**src/rtl/decoder_al_seq_pkg.sv**
```systemverilog
// decoder_al_seq_pkg: shared state encodings and mode constants for the scan/direct decoder.
package decoder_al_seq_pkg;
  typedef enum logic [1:0] {IDLE, DIRECT, SCAN_ON, SCAN_BLANK} state_t;
  localparam logic MODE_DIRECT = 1'b0;
  localparam logic MODE_SCAN   = 1'b1;
  function automatic logic is_scan(state_t s);
    return s == SCAN_ON || s == SCAN_BLANK;
  endfunction
endpackage

```
**src/rtl/decoder_al_seq_core.sv**
```systemverilog
// decoder_al_seq_core: combinational SEL_W-to-2**SEL_W active-low decode with enable.
module decoder_al_seq_core #(
  parameter int SEL_W = 4
) (
  input  logic [SEL_W-1:0]      sel_i,
  input  logic                  en_i,
  output logic [2**SEL_W-1:0]   y_o
);
  always_comb begin
    y_o = '1;
    y_o[sel_i] = ~en_i;
  end
endmodule

```
**src/rtl/decoder_al_seq.sv**
```systemverilog
// decoder_al_seq: registered active-low decoder with direct mode and self-sequencing scan mode.
module decoder_al_seq
  import decoder_al_seq_pkg::*;
#(
  parameter int SEL_W   = 4,
  parameter int DWELL_W = 8,
  parameter int BLANK   = 1
) (
  input  logic                clk_in,
  input  logic                rst_in,
  input  logic                en_in,
  input  logic                mode_in,
  input  logic [SEL_W-1:0]    sel_in,
  input  logic [DWELL_W-1:0]  dwell_in,
  input  logic [SEL_W-1:0]    last_in,
  output logic [2**SEL_W-1:0] y_out,
  output logic [SEL_W-1:0]    idx_out,
  output logic                wrap_out
);
  localparam int OUT_W = 2**SEL_W;
  localparam int BW = BLANK > 1 ? $clog2(BLANK) : 1;
  state_t st_q, st_d, rs_q, rs_d, es;
  logic [SEL_W-1:0] idx_q, idx_d;
  logic [DWELL_W-1:0] cnt_q, cnt_d;
  logic [BW-1:0] bcnt_q, bcnt_d;
  logic [OUT_W-1:0] y_q, y_d;
  logic wrap_q, wrap_d, last_hit, blank_end;
  // rs_q remembers the scan phase frozen by en_in=0; IDLE there means no frozen scan
  always_comb begin
    es = st_q == IDLE ? rs_q : st_q;
    last_hit = idx_q >= last_in;
    blank_end = bcnt_q == BW'(BLANK - 1);
    st_d = es;
    rs_d = IDLE;
    idx_d = idx_q;
    cnt_d = cnt_q;
    bcnt_d = bcnt_q;
    wrap_d = 1'b0;
    if (!en_in) begin
      st_d = IDLE;
      rs_d = is_scan(es) ? es : IDLE;
    end else if (mode_in == MODE_DIRECT) begin
      st_d = DIRECT;
      idx_d = sel_in;
    end else if (!is_scan(es)) begin
      st_d = SCAN_ON;
      idx_d = '0;
      cnt_d = '0;
      bcnt_d = '0;
    end else if (es == SCAN_ON) begin
      if (cnt_q >= dwell_in) begin
        st_d = BLANK > 0 ? SCAN_BLANK : SCAN_ON;
        idx_d = last_hit ? '0 : idx_q + 1'b1;
        wrap_d = last_hit;
        cnt_d = '0;
        bcnt_d = '0;
      end else begin
        cnt_d = cnt_q + 1'b1;
      end
    end else begin
      st_d = blank_end ? SCAN_ON : SCAN_BLANK;
      bcnt_d = blank_end ? '0 : bcnt_q + 1'b1;
    end
  end
  decoder_al_seq_core #(.SEL_W(SEL_W)) u_core (
    .sel_i (idx_d),
    .en_i  (st_d == DIRECT || st_d == SCAN_ON),
    .y_o   (y_d)
  );
  always_ff @(posedge clk_in) begin
    if (rst_in) begin
      st_q <= IDLE;
      rs_q <= IDLE;
      idx_q <= '0;
      cnt_q <= '0;
      bcnt_q <= '0;
      y_q <= '1;
      wrap_q <= 1'b0;
    end else begin
      st_q <= st_d;
      rs_q <= rs_d;
      idx_q <= idx_d;
      cnt_q <= cnt_d;
      bcnt_q <= bcnt_d;
      y_q <= y_d;
      wrap_q <= wrap_d;
    end
  end
  assign y_out = y_q;
  assign idx_out = idx_q;
  assign wrap_out = wrap_q;
endmodule

```
**config.mk**
```make
export PLATFORM = sky130hd
export DESIGN_NAME = decoder_al_seq
export DESIGN_NICKNAME = d
export VERILOG_FILES = /design/src/rtl/decoder_al_seq_pkg.sv /design/src/rtl/decoder_al_seq_core.sv /design/src/rtl/decoder_al_seq.sv
export SDC_FILE = /design/constraint.sdc
export NUM_CORES = 1
export LEC_CHECK = 0
export CORE_UTILIZATION = 40
export DETAILED_ROUTE_END_ITERATION = 7
export PLACE_DENSITY = 0.66
export SLEW_MARGIN = 30
export SYNTH_ARGS = -nofsm -noshare
export SYNTH_HDL_FRONTEND = slang
export SYNTH_SLANG_ARGS = --single-unit
```
**constraint.sdc**
```tcl
create_clock -name clk_in -period 2.97 [get_ports clk_in]
set_input_delay 0.297 -clock clk_in [delete_from_list [all_inputs] [get_ports clk_in]]
set_output_delay 0.297 -clock clk_in [all_outputs]
set_load 0.05 [all_outputs]
```
Yosys cells after proc, flatten, opt, wreduce, memory -nomap -nowiden
Cells that the tools add are included.
{ "word_totals": {"regBits": 34, "inputBits": 20, "wordCells": 58} }
{ "classes": {"addsub": 3, "n_lt_le_gt_ge": 4, "n_eq_ne": 6, "mux": 22, "bitwise": 8, "reduce_logical": 8} }
{ "op_table": {"columns": ["op", "n"], "rows": [
  ["$mux W4", 6],
  ["$mux W8", 3],
  ["$not A16 Y16", 1],
  ["$or A16 B16 Y16", 1],
  ["$mux W2", 6],
  ["$add A8 B1 Y8 const B", 1],
  ["$ge A8 B8 Y1", 1],
  ["$eq A2 B2 Y1 const B", 3],
  ["$mux W1", 6],
  ["$not A1 Y1", 6],
  ["$reduce_and A3 Y1", 2],
  ["$reduce_or A6 Y1", 1],
  ["$lt A4 B5 Y1 const B", 1],
  ["$add A4 B1 Y4 const B", 1],
  ["$demux W1 S4", 1],
  ["$ge A4 B1 Y1 const B", 1],
  ["$ge A4 B4 Y1", 1],
  ["$ne A3 B2 Y1 const B", 1],
  ["$reduce_or A3 Y1", 1],
  ["$eq A2 B1 Y1 const B", 1],
  ["$logic_not A2 Y1", 1],
  ["$logic_or A1 B1 Y1", 2],
  ["$ne A2 B2 Y1 const B", 1],
  ["$add A1 B1 Y1 const B", 1],
  ["$logic_and A1 B1 Y1", 1]
]} }

Logic depth before layout (Yosys ltp)
{ "depth": {"word_depth": 13, "depth_mapped": 9, "depth_no_buf": 8} }

Cells and area by module
A second synthesis with hierarchy kept.
{ "unflattened": {"cells_unflattened": 223, "hier_area_um2": 1839.3} }
{ "modules_own_cells": {"columns": ["mod", "instances", "cells_each", "area_each_um2"], "rows": [
  ["decoder_al_seq", 1, 194, 1677.9],
  ["decoder_al_seq_core", 1, 29, 161.4]
]} }

Least setup slack after synthesis
No wires, ideal clock.
{ "synth_path": {"kind": "register -> register", "start": "reg idx_q[0], in the netlist idx_out[0]", "end": "reg y_q[8], in the netlist y_out[8]", "setup_time_ns": 0.153, "t_arrival_ns": 2.539, "slack_ns": 0.278, "stages_incl_launch_ff": 9, "period_less_slack_ns": 2.692, "path_cell_list": "dfxtp_1 inv_1 ha_1 nand2b_4 a2111oi_4 o211ai_2 a211oi_4 a221o_2 nand4_1"} }
{ "synth_via": {"elab_chain_cells": 13, "word_cells_on_any_way": 15} }
{ "synth_lines": {"columns": ["element", "line_no", "text"], "rows": [
  ["start: declaration", "decoder_al_seq.sv:23", "logic [SEL_W-1:0] idx_q, idx_d;"],
  ["start signal: assignment", "decoder_al_seq.sv:82", "idx_q <= idx_d;"],
  ["$add A4 B1 Y4 / $ge A4 B4 Y1 (equally long branches)", "decoder_al_seq.sv:53, decoder_al_seq.sv:31", null],
  ["$mux W4", "decoder_al_seq.sv:53", "idx_d = last_hit ? '0 : idx_q + 1'b1;"],
  ["$mux W4", "decoder_al_seq.sv:51", "if (cnt_q >= dwell_in) begin"],
  ["$mux W4", "decoder_al_seq.sv:50", "end else if (es == SCAN_ON) begin"],
  ["$mux W4", "decoder_al_seq.sv:45", "end else if (!is_scan(es)) begin"],
  ["$mux W4", "decoder_al_seq.sv:42", "end else if (mode_in == MODE_DIRECT) begin"],
  ["$mux W4 (*)", "decoder_al_seq.sv:39", "if (!en_in) begin"],
  ["$lt A4 B5 Y1 (not written as such) / $ge A4 B1 Y1 (equally long branches)", "decoder_al_seq_core.sv:11", "y_o[sel_i] = ~en_i;"],
  ["$logic_and A1 B1 Y1 (not written as such)", "decoder_al_seq_core.sv:11", null],
  ["$mux W1 (not written as such)", "decoder_al_seq_core.sv:11", null],
  ["$demux W1 S4 (*)", null, null],
  ["$not A16 Y16 (no line) (*)", null, null],
  ["$or A16 B16 Y16 (no line) (*)", null, null],
  ["end signal: assignment", "decoder_al_seq.sv:85", "y_q <= y_d;"],
  ["end: declaration", "decoder_al_seq.sv:26", "logic [OUT_W-1:0] y_q, y_d;"]
]} }
Every way passes the cells marked *; elsewhere a longest branch is shown, timed or not.
A chain may end at the register's enable or synchronous reset.

Worst setup path in the final report
{ "layout_path": {"start": "reg idx_q[0], in the netlist idx_out[0]", "end": "reg y_q[14], in the netlist y_out[14]"} }
Same word-level chain as after synthesis.

==> impl_metrics.csv <==
group,metric,value,unit
die,std_cell_rows,23,
routing,vias_per_cell,5.21,
die,dieArea,0.00463,mm2
routing,wire_per_inst,13.4,um
timing,fin_crit_sh,0.892,
setup_path,criticalPathCategory,"reg2reg",
cts,cts.repair.resized,0,
layout,antenna_cells,0,
layout,syn_to_final_growth,34.5,%
routing,vias,1469,
timing,setup_violations,0,
routing,drtIter0Drc,91,
power_and_ir_drop,switchingPower,256,uW
timing,max_slew.worst_pin.slew,0.575,ns
grt,grt_pass1_wl,6090,um
layout,fillers,376,
timing,fin_skew,0.00127,ns
routing,ant_nets,0,
power_and_ir_drop,power,1050,uW
grt,grt_max_degree,13,
run,max-cap-violations,0,
placement,dp_hpwl,2850,um
placement,gp_congestion,0.753,
timing,fin_tns_setup,0,ns
setup_path,crit_chain,"inv_1 > ha_1 > nand2b_4 > a2111oi_4 > o211ai_2 > a211oi_4 > a221o_2 > nand4_1",
grt,grt_pass1_vias,1279,
die,core,0.00409,mm2
timing,slew_violations,0,
cts,cts_setup_buffers,0,
die,initial_core_util,0.427,
logic_synthesis,synth_area_leader_cell,"dfxtp_1",
die,die_h,68.0,um
power_and_ir_drop,peakVddDrop,0.226,mV
logic_synthesis,yosys_warnings,0,
logic_synthesis,synthCells,182,
cts,cts-buffers-inserted,5,
cts,clk_path_buf_depth,2,
placement,place_ws,0.214,ns
logic_synthesis,syn_nets,216,
setup_path,crit_path_end_kind,"register",
setup_path,critPathMaxFanout,8,
setup_path,reg2reg_depth,8,
setup_path,r2r-start,"idx_out[0]",
setup_path,cp.required,3.12,ns
worst_hold_path,hold_path_depth,2,
grt,grt.total_usage,0.181,
setup_path,cp_slowest_stage_delay,0.45,ns
power_and_ir_drop,seqPwrFrac,0.438,
power_and_ir_drop,p_per_area,448,mW/mm2
cts,cts-root-buf,"clkbuf_8",
routing,first_pass_iters,4,
logic_synthesis,async_flop_share,0,
logic_synthesis,synth_top_flop_cell,"dfxtp_1",
setup_path,startpoint,"idx_out[0]",
cts,tritoncts,"done",
placement,portBuffers,40,
timing,timing.final.crit_period,2.65,ns
power_and_ir_drop,p_leak,0.000954,uW
timing,setup_ws,0.319,ns
timing,hold_viol,0,
routing,wl,3770,um
worst_hold_path,hold_start,"cnt_q[7]",
logic_synthesis,syn_area_per_cell,9.58,um2
placement,placed_cells,274,
die,floorplan.io_pins,41,
logic_synthesis,synth-seq-cells,33,
cts,path_clk_slew,0.07,ns
power_and_ir_drop,p_clk_frac,0.417,
logic_synthesis,synth_cell_types,41,
setup_path,crit_buf_inv,1,
logic_synthesis,synth_top_cell_area_share,0.379,
logic_synthesis,yosys-top-cells-area,"dfxtp_1 38%, ha_1 10%, nand4_1 7.5%",
layout,layout.nets,265,
grt,antenna_found_initial,0,
timing,slew_headroom,0.616,
setup_path,cp-start-kind,"register",
layout,stdcell_count,282,
cts,cts.sink_count,33,
die,die_w,68.0,um
layout,drive_above_1_share,0.125,
logic_synthesis,synth-seq-area-share,0.379,
timing,max_freq,0.377,GHz
cts,postCtsHoldBufs,0,
logic_synthesis,synth-edff-count,0,
power_and_ir_drop,netSwitchingFraction,0.244,
logic_synthesis,synthesis.area,0.00174,mm2
setup_path,worst_path_max_delay_cell,"dfxtp_1",
setup_path,path_depth,8,
grt,grt.overflow.total,0,
routing,drc,0,
setup_path,cp_top_family,"compound AO/OA/AOI/OAI gates",
outcome,outcome,"finished, final reports clean",
power_and_ir_drop,power_frac_comb,0.145,
power_and_ir_drop,p_int,793,uW
timing,rsz0062_at_grt,"false",
worst_hold_path,hold_path_class,"reg2reg",
cts,clock_latency,0.28,ns
setup_path,cp.arrival,2.80,ns
cts,h-tree-depth,2,
worst register-to-register path: stages (launching register included):
cell	delay (ns)
dfxtp_1	0.45
inv_1	0.15
ha_1	0.29
nand2b_4	0.14
a2111oi_4	0.43
o211ai_2	0.17
a211oi_4	0.41
a221o_2	0.35
nand4_1	0.13
through the flow:
| step | hold slack (ns) | cell area [um2] | util |
|---|---|---|---|
| after floorplan | 0.389 | 1740 | - |
| after CTS | 0.531 | 2340 | 0.573 |
| after global placement | 0.510 | 2230 | 0.545 |
| after global routing | 0.562 | 2340 | 0.573 |
| final | 0.520 | 2340 | 0.573 |
| after detailed placement | 0.515 | 2230 | 0.545 |
synthesized netlist by cell type (2+ instances only):
library cell  number
a2111oi_4          2
a21oi_1            8
a221o_2            2
a221oi_2           3
and3_1             4
dfxtp_1           33
ha_1              14
inv_1             17
nand2_1            8
nand2b_1           3
nand4_1           21
nor2_1            20
nor2b_1            8
nor3_1             2
o211ai_2           2
o21a_1             3
o21ai_0            3
xor2_1             6
registers in the layout, summed over array words and instances, names as in the netlist:
name and count:
cnt_q 8, st_q 2, rs_q 2, idx_out 4
y_out 16, wrap_out 1
metal layers:
metal  share of wire  track usage  wire (um)
met1            0.49        0.243       1840
met2            0.46        0.273       1730
met3           0.035       0.0433        132
met4           0.018       0.0755         67
met5               0            0          0
power groups by stage:
stage	combinational, uW	sequential, uW	clock (uW)
2_1_floorplan	77.5	486	0
5_1_grt	166	461	460
6_report	152	460	437
3_3_place_gp	150	470	0
4_1_cts	152	460	443
3_5_place_dp	152	470	0
cells in the final DEF (no fill, tap or decap), types with 2 or more instances in the layout:
cell / n
a2111oi_4: 2
a21oi_1: 8
a221o_2: 2
a221oi_2: 3
and3_1: 4
buf_4: 5
clkbuf_8: 6
clkdlybuf4s50_1: 40
dfxtp_1: 33
ha_1: 14
inv_1: 17
nand2_1: 8
nand2b_1: 3
nand4_1: 21
nor2_1: 20
nor2b_1: 8
nor3_1: 2
o211ai_2: 2
o21a_1: 3
o21ai_0: 3
xor2_1: 6
final cells by class:
type                       count  area [um2]  share of cell area
inverter                      17        63.8              0.0272
multi-input combinational    129        1000               0.428
clock buffer                   7        86.3              0.0368
sequential                    33         661               0.282
clock inverter                 1        30.0              0.0128
tap                           50        62.6              0.0267
timing repair buffer          45         438               0.187
cells by family (layout without fill, tap and decap cells):
| logic type | count (synthesis) | in the layout | share of synthesized area |
|---|---|---|---|
| and+or+nand+nor | 72 | 72 | 0.226 |
| AOI/OAI and AO/OA | 36 | 36 | 0.213 |
| DFF | 33 | 33 | 0.379 |
| buffers and inverters | 20 | 70 | 0.0459 |
| adders and majority gates | 14 | 14 | 0.101 |
| xor gates and xnor gates | 7 | 7 | 0.0352 |
worst paths after layout:
kind / slack [ns] / end
min: 0.52 / cnt_q[7]
max reg2reg: 0.32 / y_out[14]
max: 0.32 / y_out[14]
min reg2reg: 0.52 / cnt_q[7]
Power figures use the tool's default switching activity.
